`src/rtl/sym_vn_pkg.sv`:
```
// Shared defaults, width helpers and the symmetric fold for the VN LUT pipeline.
package sym_vn_pkg;
    localparam int DEF_QUAN_SIZE = 4;
    localparam int DEF_CHANNELS  = 2;
    localparam int DEF_LUT_SETS  = 2;
    // Widest message the fold helper supports; QUAN_SIZE must not exceed it.
    localparam int FOLD_MAX_Q    = 16;
    localparam int FOLD_W        = 2 * FOLD_MAX_Q;

    function automatic int calc_set_w(input int sets);
        return (sets > 1) ? $clog2(sets) : 1;
    endfunction

    function automatic int calc_addr_w(input int quan);
        return 2 * quan - 1;
    endfunction

    // Result is right-aligned: msb at bit 2*quan-1, table address below it.
    function automatic logic [FOLD_W-1:0] fold_msg(
        input logic [FOLD_MAX_Q-1:0] y0,
        input logic [FOLD_MAX_Q-1:0] y1,
        input logic                  tr,
        input int                    quan
    );
        logic [FOLD_MAX_Q-1:0] y0_top;
        logic [FOLD_MAX_Q-1:0] y1_f;
        logic [FOLD_W-1:0]     lo_mask;
        logic [FOLD_W-1:0]     msb_w;
        logic                  msb;
        y0_top  = y0 >> (quan - 1);
        msb     = y0_top[0] ^ tr;
        y1_f    = msb ? ~y1 : y1;
        lo_mask = {{FOLD_MAX_Q{1'b0}}, {FOLD_MAX_Q{1'b1}}} >> (FOLD_MAX_Q - quan);
        msb_w   = {{(FOLD_W-1){1'b0}}, msb};
        return (msb_w << (2 * quan - 1))
             | (({{FOLD_MAX_Q{1'b0}}, y0} & (lo_mask >> 1)) << quan)
             | ({{FOLD_MAX_Q{1'b0}}, y1_f} & lo_mask);
    endfunction
endpackage

```
`src/rtl/sym_vn_lut_mem.sv`:
```
// Multi-set symmetric LUT: CHANNELS registered read-first read ports, one write port.
module sym_vn_lut_mem
    import sym_vn_pkg::*;
#(
    parameter int QUAN_SIZE = DEF_QUAN_SIZE,
    parameter int CHANNELS  = DEF_CHANNELS,
    parameter int LUT_SETS  = DEF_LUT_SETS,
    parameter int SET_W     = calc_set_w(DEF_LUT_SETS),
    parameter int ADDR_W    = calc_addr_w(DEF_QUAN_SIZE)
) (
    input  logic                          clk,
    input  logic                          rstn,
    input  logic                          rd_en,
    input  logic [SET_W-1:0]              rd_set,
    input  logic [CHANNELS*ADDR_W-1:0]    rd_addr,
    output logic [CHANNELS*QUAN_SIZE-1:0] rd_data,
    input  logic                          wr_en,
    input  logic [SET_W-1:0]              wr_set,
    input  logic [ADDR_W-1:0]             wr_addr,
    input  logic [QUAN_SIZE-1:0]          wr_data
);
    localparam int DEPTH = 2 ** ADDR_W;

    logic [QUAN_SIZE-1:0]          mem_q [LUT_SETS][DEPTH];
    logic [CHANNELS*QUAN_SIZE-1:0] rd_data_d;
    logic [CHANNELS*QUAN_SIZE-1:0] rd_data_q;
    logic                          rd_set_ok;
    logic                          wr_set_ok;

    // Reads sample the array before this edge's write lands, giving read-first collisions.
    always_comb begin
        rd_set_ok = int'(rd_set) < LUT_SETS;
        wr_set_ok = int'(wr_set) < LUT_SETS;
        rd_data_d = rd_data_q;
        if (rd_en) begin
            for (int k = 0; k < CHANNELS; k++) begin
                rd_data_d[k*QUAN_SIZE +: QUAN_SIZE] =
                    rd_set_ok ? mem_q[rd_set][rd_addr[k*ADDR_W +: ADDR_W]] : '0;
            end
        end
    end

    always_ff @(posedge clk) begin
        if (rstn && wr_en && wr_set_ok) begin
            mem_q[wr_set][wr_addr] <= wr_data;
        end
    end

    always_ff @(posedge clk) begin
        if (!rstn) begin
            rd_data_q <= '0;
        end else begin
            rd_data_q <= rd_data_d;
        end
    end

    assign rd_data = rd_data_q;
endmodule

```
`src/rtl/sym_vn_lut_pipe.sv`:
```
// Multi-lane symmetric VN LUT output stage: fold, table read, sign restore.
// Optional macro SYM_VN_OUT_REG_EN adds an output register stage (latency 3).
module sym_vn_lut_pipe
    import sym_vn_pkg::*;
#(
    parameter  int QUAN_SIZE = DEF_QUAN_SIZE,
    parameter  int CHANNELS  = DEF_CHANNELS,
    parameter  int LUT_SETS  = DEF_LUT_SETS,
    localparam int SET_W     = calc_set_w(LUT_SETS),
    localparam int ADDR_W    = calc_addr_w(QUAN_SIZE)
) (
    input  logic                          read_clk,
    input  logic                          rstn,
    input  logic [CHANNELS-1:0]           in_valid,
    input  logic                          pipe_en,
    input  logic [CHANNELS-1:0]           transpose_en_in,
    input  logic [CHANNELS*QUAN_SIZE-1:0] y0_in,
    input  logic [CHANNELS*QUAN_SIZE-1:0] y1_in,
    input  logic [SET_W-1:0]              read_set,
    output logic [CHANNELS*QUAN_SIZE-1:0] t_c,
    output logic [CHANNELS*QUAN_SIZE-1:0] t_c_din,
    output logic [CHANNELS-1:0]           transpose_en_out,
    output logic [CHANNELS-1:0]           out_valid,
    output logic [SET_W-1:0]              read_set_out,
    input  logic                          we,
    input  logic [SET_W-1:0]              write_set,
    input  logic [ADDR_W-1:0]             write_addr,
    input  logic [QUAN_SIZE-1:0]          write_data
);
    logic [CHANNELS-1:0][FOLD_W-1:0] fold_res;
    logic [FOLD_MAX_Q-1:0]           y0_ext;
    logic [FOLD_MAX_Q-1:0]           y1_ext;
    logic                            fold_unused;

    logic [CHANNELS*ADDR_W-1:0]    addr_p0_d, addr_p0_q;
    logic [CHANNELS-1:0]           msb_p0_d, msb_p0_q;
    logic [CHANNELS-1:0]           valid_p0_d, valid_p0_q;
    logic [SET_W-1:0]              set_p0_d, set_p0_q;
    logic [CHANNELS-1:0]           msb_p1_d, msb_p1_q;
    logic [CHANNELS-1:0]           valid_p1_d, valid_p1_q;
    logic [SET_W-1:0]              set_p1_d, set_p1_q;
    logic [CHANNELS*QUAN_SIZE-1:0] data_p1;
    logic [CHANNELS*QUAN_SIZE-1:0] t_c_s1;

    always_comb begin
        fold_res   = '0;
        y0_ext     = '0;
        y1_ext     = '0;
        addr_p0_d  = addr_p0_q;
        msb_p0_d   = msb_p0_q;
        valid_p0_d = valid_p0_q;
        set_p0_d   = set_p0_q;
        for (int k = 0; k < CHANNELS; k++) begin
            y0_ext                        = '0;
            y1_ext                        = '0;
            y0_ext[QUAN_SIZE-1:0]         = y0_in[k*QUAN_SIZE +: QUAN_SIZE];
            y1_ext[QUAN_SIZE-1:0]         = y1_in[k*QUAN_SIZE +: QUAN_SIZE];
            fold_res[k]                   = fold_msg(y0_ext, y1_ext, transpose_en_in[k], QUAN_SIZE);
            if (pipe_en) begin
                addr_p0_d[k*ADDR_W +: ADDR_W] = fold_res[k][ADDR_W-1:0];
                msb_p0_d[k]                   = fold_res[k][ADDR_W];
            end
        end
        if (pipe_en) begin
            valid_p0_d = in_valid;
            set_p0_d   = read_set;
        end
        msb_p1_d   = pipe_en ? msb_p0_q   : msb_p1_q;
        valid_p1_d = pipe_en ? valid_p0_q : valid_p1_q;
        set_p1_d   = pipe_en ? set_p0_q   : set_p1_q;
    end

    assign fold_unused = ^fold_res;

    always_ff @(posedge read_clk) begin
        if (!rstn) begin
            addr_p0_q  <= '0;
            msb_p0_q   <= '0;
            valid_p0_q <= '0;
            set_p0_q   <= '0;
            msb_p1_q   <= '0;
            valid_p1_q <= '0;
            set_p1_q   <= '0;
        end else begin
            addr_p0_q  <= addr_p0_d;
            msb_p0_q   <= msb_p0_d;
            valid_p0_q <= valid_p0_d;
            set_p0_q   <= set_p0_d;
            msb_p1_q   <= msb_p1_d;
            valid_p1_q <= valid_p1_d;
            set_p1_q   <= set_p1_d;
        end
    end

    // The memory's read register doubles as the stage-1 data register.
    sym_vn_lut_mem #(
        .QUAN_SIZE (QUAN_SIZE),
        .CHANNELS  (CHANNELS),
        .LUT_SETS  (LUT_SETS),
        .SET_W     (SET_W),
        .ADDR_W    (ADDR_W)
    ) u_mem (
        .clk     (read_clk),
        .rstn    (rstn),
        .rd_en   (pipe_en),
        .rd_set  (set_p0_q),
        .rd_addr (addr_p0_q),
        .rd_data (data_p1),
        .wr_en   (we),
        .wr_set  (write_set),
        .wr_addr (write_addr),
        .wr_data (write_data)
    );

    always_comb begin
        t_c_s1 = '0;
        for (int k = 0; k < CHANNELS; k++) begin
            t_c_s1[k*QUAN_SIZE +: QUAN_SIZE] = msb_p1_q[k] ? ~data_p1[k*QUAN_SIZE +: QUAN_SIZE]
                                                           :  data_p1[k*QUAN_SIZE +: QUAN_SIZE];
        end
    end

`ifdef SYM_VN_OUT_REG_EN
    logic [CHANNELS*QUAN_SIZE-1:0] t_c_out_d, t_c_out_q;
    logic [CHANNELS*QUAN_SIZE-1:0] din_out_d, din_out_q;
    logic [CHANNELS-1:0]           tr_out_d, tr_out_q;
    logic [CHANNELS-1:0]           valid_out_d, valid_out_q;
    logic [SET_W-1:0]              set_out_d, set_out_q;

    always_comb begin
        t_c_out_d   = pipe_en ? t_c_s1     : t_c_out_q;
        din_out_d   = pipe_en ? data_p1    : din_out_q;
        tr_out_d    = pipe_en ? msb_p1_q   : tr_out_q;
        valid_out_d = pipe_en ? valid_p1_q : valid_out_q;
        set_out_d   = pipe_en ? set_p1_q   : set_out_q;
    end

    always_ff @(posedge read_clk) begin
        if (!rstn) begin
            t_c_out_q   <= '0;
            din_out_q   <= '0;
            tr_out_q    <= '0;
            valid_out_q <= '0;
            set_out_q   <= '0;
        end else begin
            t_c_out_q   <= t_c_out_d;
            din_out_q   <= din_out_d;
            tr_out_q    <= tr_out_d;
            valid_out_q <= valid_out_d;
            set_out_q   <= set_out_d;
        end
    end

    assign t_c              = t_c_out_q;
    assign t_c_din          = din_out_q;
    assign transpose_en_out = tr_out_q;
    assign out_valid        = valid_out_q;
    assign read_set_out     = set_out_q;
`else
    assign t_c              = t_c_s1;
    assign t_c_din          = data_p1;
    assign transpose_en_out = msb_p1_q;
    assign out_valid        = valid_p1_q;
    assign read_set_out     = set_p1_q;
`endif
endmodule

```
`config.mk`:
```
export PLATFORM = sky130hd
export DESIGN_NAME = sym_vn_lut_pipe
export DESIGN_NICKNAME = d
export VERILOG_FILES = /design/src/rtl/sym_vn_pkg.sv /design/src/rtl/sym_vn_lut_mem.sv /design/src/rtl/sym_vn_lut_pipe.sv
export SDC_FILE = /design/constraint.sdc
export NUM_CORES = 1
export LEC_CHECK = 0
export ABC_AREA = 1
export CAP_MARGIN = 20
export CORE_UTILIZATION = 40
export CTS_CLUSTER_SIZE = 12
export DETAILED_ROUTE_END_ITERATION = 10
export MAX_ROUTING_LAYER = met4
export PLACE_DENSITY_LB_ADDON = 0.12
export SKIP_CTS_REPAIR_TIMING = 1
export SYNTH_ARGS = -nofsm -noshare
export SYNTH_HDL_FRONTEND = slang
export SYNTH_HIERARCHICAL = 1
export SYNTH_SLANG_ARGS = --single-unit
```
`constraint.sdc`:
```
create_clock -name read_clk -period 2.1 [get_ports read_clk]
set_input_delay 0.42 -clock read_clk [delete_from_list [all_inputs] [get_ports read_clk]]
set_output_delay 0.42 -clock read_clk [all_outputs]
set_load 0.03 [all_outputs]
```
==> results of run 1 <==
-- worst max-delay path: stages, from the launching register on --
cell       delay [ns]
dfxtp_4          0.38
buf_12           0.18
clkinv_16        0.10
buf_16           0.17
nand2_1          0.10
nand3_1          0.10
nand3_1          0.10
nand3_1          0.10
nand3_1          0.10
buf_4            0.17
nand3_1          0.18
nand3_2          0.18
nand3_2          0.13
nand2_1          0.12
a21oi_1          0.06
-- layer usage --
layer	GRT usage	vias to the layer above
li1	-	19030
met1	0.3888	20570
met2	0.4417	2037
met3	0.04118	332
met4	0.08836	0
met5	-	-
-- kinds of logic (layout without fill, tap and decap cells) --
group                     count (synthesis)  count (layout)  share of synthesized area
and+or+nand+nor                        3429            3429                     0.3150
DFF                                    1056            1056                     0.6310
buffers and inverters                   476             967                    0.04414
AOI/OAI and AO/OA                        67              67                   0.008451
xor gates and xnor gates                  8               8                   0.001409
other                                     0               3                          0
-- Yosys cell counts (all sizes together) --
cell / n / area [sq um]
xor2: 8 / 70.07
o21ai: 24 / 120.1
nand3: 2024 / 10130
o211ai: 34 / 255.2
clkinv: 2 / 7.510
inv: 79 / 296.5
dfxtp: 32 / 640.6
edfxtp: 1024 / 30750
nor3: 206 / 1036
nor2: 115 / 431.7
nor4: 1 / 6.260
clkbuf: 144 / 540.5
nand2: 1083 / 4065
a21oi: 9 / 45.04
buf: 251 / 1351
-- area by class of cell --
type                    instances  area, sq um  share of cell area
multi-input cells            3504        16980              0.2746
repair buffers                675         7236              0.1170
clock buffers                 140         3095             0.05006
inverters                      81        355.3            0.005746
diodes                          3        7.507           0.0001214
well taps                    1637         2048             0.03312
flip-flops and latches       1056        31420              0.5081
clock inverters                70        679.4             0.01099
repair inverters                1        16.27           0.0002630
-- power by group through the flow --
stage | clock, mW | combinational [mW] | sequential, mW
after floorplan | 0 | 3.45 | 23.7
after global placement | 0 | 6.71 | 23.7
after detailed placement | 0 | 6.72 | 23.7
after CTS | 20.7 | 6.73 | 23.3
after global routing | 21.5 | 7.71 | 23.3
final | 20.4 | 7.28 | 23.3
-- registers in the layout (all words and copies together), names as in the netlist --
name              cells
valid_p0_q            2
u_mem/rd_data         8
addr_p0_q            14
read_set_out          1
transpose_en_out      2
u_mem/mem_q        1024
out_valid             2
msb_p0_q              2
set_p0_q              1
-- final timing paths --
| check | start | end | slack (ns) | cells past startpoint |
|---|---|---|---|---|
| max | set_p0_q | u_mem/rd_data[2] | -0.26 | 14 |
| min | write_data[1] | u_mem/mem_q[0][449] | 0.03 | 1 |
| min reg2reg | msb_p0_q[0] | transpose_en_out[0] | 0.47 | 2 |
| max reg2reg | set_p0_q | u_mem/rd_data[2] | -0.26 | 14 |
-- metrics by stage --
step | TNS, ns | hold slack, ns | power [mW]
floorplan | 0 | 0.4488 | 27.14
global placement | -350.79 | 0.4644 | 30.40
detailed placement | -343.96 | 0.4757 | 30.41
CTS | -10.01 | -0.05818 | 50.72
global route | -1.928 | 0.004666 | 52.43
finish | -1.533 | 0.03404 | 50.97
==> run metrics, run 1 <==
Max Transition Viols Final=0; Tmin final=2.356 ns; PwrDens=824.3 nW/um^2; Sw Ratio=0.2673; Data arrival, critical path=2.99 ns; core region area=123500 sq um; Design Area, Final=61840 sq um; GRT Util Overall=0.2856; die area=125800 sq um; critical path launch point type=register; final worst slack=-0.2563 ns; Mapped Nets=5073; final worst-path cycle share=1.122; CTS Buffer Depth=3; RSZ-0062 raised after global routing=true; Worst VDD drop=0.6983 mV; total CTS buffers=116; initial core utilization=0.4029; GPL Wtd Cong=0.9582; Synth Area per Inst=9.878 sq um; starting DRC count in detailed routing=5469; clk sink count=1056; outcome=finished, violations left; Clock Power Share=0.401; area delta synth->final=24.31%; Root Buffer=clkbuf_16; ANT nets after route=0; violated checks=negative setup slack; commonest non-fill, non-tap cell in the layout=nand3_1; CP max FO=27; WL met1=76410 um; Fin. Hold Viols=0; global route overflow=0; Die Y-Extent=354.7 um; clock slew at reported path FFs=0.06 ns; num rows=129; worst-skew pair later-pin latency=0.75 ns; placed inst area=56660 sq um; commonest cells after routing, fill and taps aside=nand3_1 (1883), nand2_1 (1067), edfxtp_1 (1024); share of cells above drive strength 1=0.1775; routed vias/inst=5.855; IO Pins=58; uppermost layer routed=met4; P_int=37.35 mW; critical path data required time=2.74 ns; Die X=354.7 um; Fmax achieved=0.4244 GHz; cell area after synthesis=49750 sq um; type of the worst min-delay path=primary input to register; Comb power frac=0.143; Sw Pwr=13.63 mW; Reg power frac=0.456; Slew HR=0.5141; Via Count=41960; vias in the first global route=40000; CP Capture Type=register; number of H-tree levels=3; WL met3=14780 um; Fillers=11280; I/O Buffers=57; Yosys reg bits=1056; routed length on met2=82860 um; initial antenna violation count=4; sequential area share after synthesis=0.6310; drt total wl=180000 um; Pre-antenna DRT Iters=8; DP Worst Slack=-0.5172 ns; first-pass GRT wire length=260400 um; max_cap viols=0; Cells after Synth=5036; CTS tree=built; slew of the pin with the lowest slew margin=0.7280 ns; Yosys Warn Count=6; drt drc=0; Lkg Pwr=23.18 nW; Final #Nets=5472; Non-Filler Instances=7167; Crit Path Class=register to register; largest net degree at the start of global routing=108; Final HPWL DP=120600 um; Final Util=0.5008; endpoints failing setup=8; skew final=0.03194 ns; WL per Instance=25.11 um; Inst Count DP=6933; Cell variety after synth=21
(Power assumes the default switching activity.)
==> inputs of run 2 (changes only) <==
Settings changed: ABC_AREA 1 to not set, GPL_ROUTABILITY_DRIVEN set to 1.
==> run 2 against run 1 <==
Against the previous run: the run ends with negative hold slack, negative setup slack left; critical path depth shrank 3; die area grew 1.3%; critical path type unchanged; clock skew grew 0.0015 ns; synthesized area grew 1.3%; setup slack lost 0.41 ns; largest power group unchanged; synthesized cell count shrank 44%.
==> run metrics, run 2 <==
global route overflow=0 (unchanged); drt total wl=182500 um (was 180000 um); area occupied by multi-input gates=17990 sq um (was 16980 sq um); skew final=0.03345 ns (was 0.03194 ns); CP Capture Type=register (unchanged); Yosys reg bits=1056 (unchanged); reg2reg setup slack=-0.67 ns (was -0.26 ns); dominant cells by area after synthesis=edfxtp_1 (61%), mux4_2 (23%), mux2i_1 (2.5%), nor2_1 (2.2%), dfxtp_1 (1.3%) (was edfxtp_1 (62%), nand3_1 (20%), nand2_1 (8.2%), nor3_1 (2.1%), buf_2 (1.3%)); WL per Instance=33.86 um (was 25.11 um); cell area after synthesis=50400 sq um (was 49750 sq um); core region area=124300 sq um (was 123500 sq um); register area=31430 sq um (was 31420 sq um); most flop-heavy register=u_mem/mem_q (unchanged); commonest cells after routing, fill and taps aside=edfxtp_1 (1024), buf_4 (724), mux4_2 (513) (was nand3_1 (1883), nand2_1 (1067), edfxtp_1 (1024)); Lkg Pwr=21.49 nW (was 23.18 nW); Fmax achieved=0.3615 GHz (was 0.4244 GHz); commonest non-fill, non-tap cell in the layout=edfxtp_1 (was nand3_1); routed vias/inst=6.170 (was 5.855); Fin. Hold Viols=1 (was 0); RSZ-0062 raised after global routing=true (unchanged); WHS=-0.008967 ns (was 0.03404 ns); ys async rst share=0 (unchanged); Final #Nets=3691 (was 5472); CTS tree=built (unchanged); number of H-tree levels=3 (unchanged); critical path data required time=2.74 ns (about the same); critical path launch point type=register (unchanged); CP max-delay cell=a2111oi_1 (was dfxtp_4); Slew HR=0.3894 (was 0.5141); die area=127400 sq um (was 125800 sq um); first-pass GRT wire length=253300 um (was 260400 um); largest net degree at the start of global routing=130 (was 108); I/O Buffers=57 (unchanged); sequential area share after synthesis=0.6228 (was 0.6310); max reg flops=1024 (unchanged); Inst Count DP=5105 (was 6933); Yosys top cell area share=0.6101 (was 0.6181); CP max FO=8 (was 27); worst-skew pair later-pin latency=0.72 ns (was 0.75 ns); Fillers=10090 (was 11280); Worst VDD drop=0.5932 mV (was 0.6983 mV); Via Count=33250 (was 41960); Crit Path Class=register to register (unchanged); Mapped Nets=2871 (was 5073); setup TNS=-4.919 ns (was -1.533 ns); Pre-antenna DRT Iters=6 (was 8); violated checks=negative hold slack, negative setup slack (was negative setup slack); Data arrival, critical path=3.41 ns (was 2.99 ns); final worst-path cycle share=1.317 (was 1.122); share of cells above drive strength 1=0.4397 (was 0.1775); Final HPWL DP=131200 um (was 120600 um); top post-synthesis cells by count=edfxtp_1 (1024), mux4_2 (512), nor2_1 (301) (was nand3_1 (2024), nand2_1 (1083), edfxtp_1 (1024)); Die X=357.0 um (was 354.7 um); area delta synth->final=27.15% (was 24.31%); crit-path leading delay family=buffers and inverters (was simple AND/OR/NAND/NOR gates); Die Y-Extent=357.0 um (was 354.7 um); Cells after Synth=2834 (was 5036); endpoints failing setup=9 (was 8); Max Transition Viols Final=0 (unchanged); PwrDens=784.3 nW/um^2 (was 824.3 nW/um^2); Root Buffer=clkbuf_16 (unchanged); count leader, synth=edfxtp_1 (was nand3_1); IO Pins=58 (unchanged); starting DRC count in detailed routing=4421 (was 5469); Tmin final=2.766 ns (was 2.356 ns); GRT Util Overall=0.2923 (was 0.2856); CTS Buffer Depth=3 (unchanged); ANT nets after route=0 (unchanged); Post-synth EDFFs=1024 (unchanged); initial antenna violation count=4 (unchanged); CP cell instances=buf_12 > buf_12 > clkbuf_16 > buf_4 > buf_4 > mux4_2 > nand2_1 > and3_1 > a2111oi_1 > and4bb_2 > nor3_1 (was buf_12 > clkinv_16 > buf_16 > nand2_1 > nand3_1 > nand3_1 > nand3_1 > nand3_1 > buf_4 > nand3_1 > nand3_2 > nand3_2 > nand2_1 > a21oi_1); Synth Area per Inst=17.78 sq um (was 9.878 sq um); outcome=finished, violations left (unchanged); drt drc=0 (unchanged); clk sink count=1056 (unchanged); Cell variety after synth=60 (was 21); Synth Flop Type=edfxtp_1 (unchanged); Worst Path Buf+Inv=5 (was 4); Non-Filler Instances=5389 (was 7167); num rows=129 (unchanged); CP peak stage delay=0.51 ns (was 0.38 ns); total CTS buffers=115 (was 116); slew of the pin with the lowest slew margin=0.9125 ns (was 0.7280 ns); Yosys Warn Count=6 (unchanged); clock slew at reported path FFs=0.06 ns (about the same); type of the worst min-delay path=primary input to register (unchanged); initial core utilization=0.4055 (was 0.4029); vias in the first global route=33600 (was 40000); area leader, netlist=edfxtp_1 (unchanged); GPL Wtd Cong=0.9773 (was 0.9582); final worst slack=-0.6660 ns (was -0.2563 ns); max_cap viols=0 (unchanged)
-- run 2: final timing paths --
path              depth (start not counted)          start             endpoint
setup / recovery                         11       set_p0_q     u_mem/rd_data[7]
hold / removal                            1  write_data[0]  u_mem/mem_q[0][136]
setup reg to reg                         11       set_p0_q     u_mem/rd_data[7]
hold reg to reg                           1    msb_p0_q[1]          msb_p0_q[1]
-- run 2: logic make-up after synthesis --
group,count (synthesis),synth area share
buffers and inverters,232,0.02743
muxes,645,0.2559
and+or+nand+nor,648,0.05906
xor gates and xnor gates,10,0.002482
AOI/OAI and AO/OA,243,0.03230
DFF,1056,0.6228
-- run 2: area by class of cell --
type	count	area share
tap	1637	0.03196
timing repair buffer	930	0.1394
antenna	4	0.0001562
multi-input combinational	1546	0.2808
clock buffer	156	0.04846
inverter	5	0.0002929
clock inverter	55	0.008610
sequential	1056	0.4904
-- run 2: per-layer routing --
layer  global-route usage  vias to the layer above  routed length [um]  share of wire
li1                     -                    13460                   -              -
met1               0.3851                    17500               72300           0.40
met2               0.4511                     1926               85930           0.47
met3              0.05541                      361               17010          0.093
met4               0.1106                        0                7240          0.040
met5                    -                        -                   0              0
-- run 2: metrics by stage --
stage / power, mW / area, sq um / setup WS (ns) / utilization
after global placement: 30.18 / 59070 / -1.021 / 0.4753
after detailed placement: 30.22 / 59070 / -1.047 / 0.4753
after floorplan: 27.00 / 50680 / -0.08702 / -
final: 50.27 / 64090 / -0.6660 / 0.5157
after CTS: 50.10 / 62720 / -1.062 / 0.5047
after global routing: 51.51 / 64080 / -0.6782 / 0.5156
-- run 2: worst reg2reg max path, cell delays in order (launching register included) --
cell	delay, ns
dfxtp_4	0.36
buf_12	0.14
buf_12	0.15
clkbuf_16	0.20
buf_4	0.18
buf_4	0.14
mux4_2	0.32
nand2_1	0.05
and3_1	0.20
a2111oi_1	0.51
and4bb_2	0.30
nor3_1	0.13
-- run 2: power by group --
group | total, mW | switching (mW) | internal [mW]
clock network | 20.0 | 8.36 | 11.6
registers | 23.3 | 0.157 | 23.2
logic | 6.96 | 3.75 | 3.21
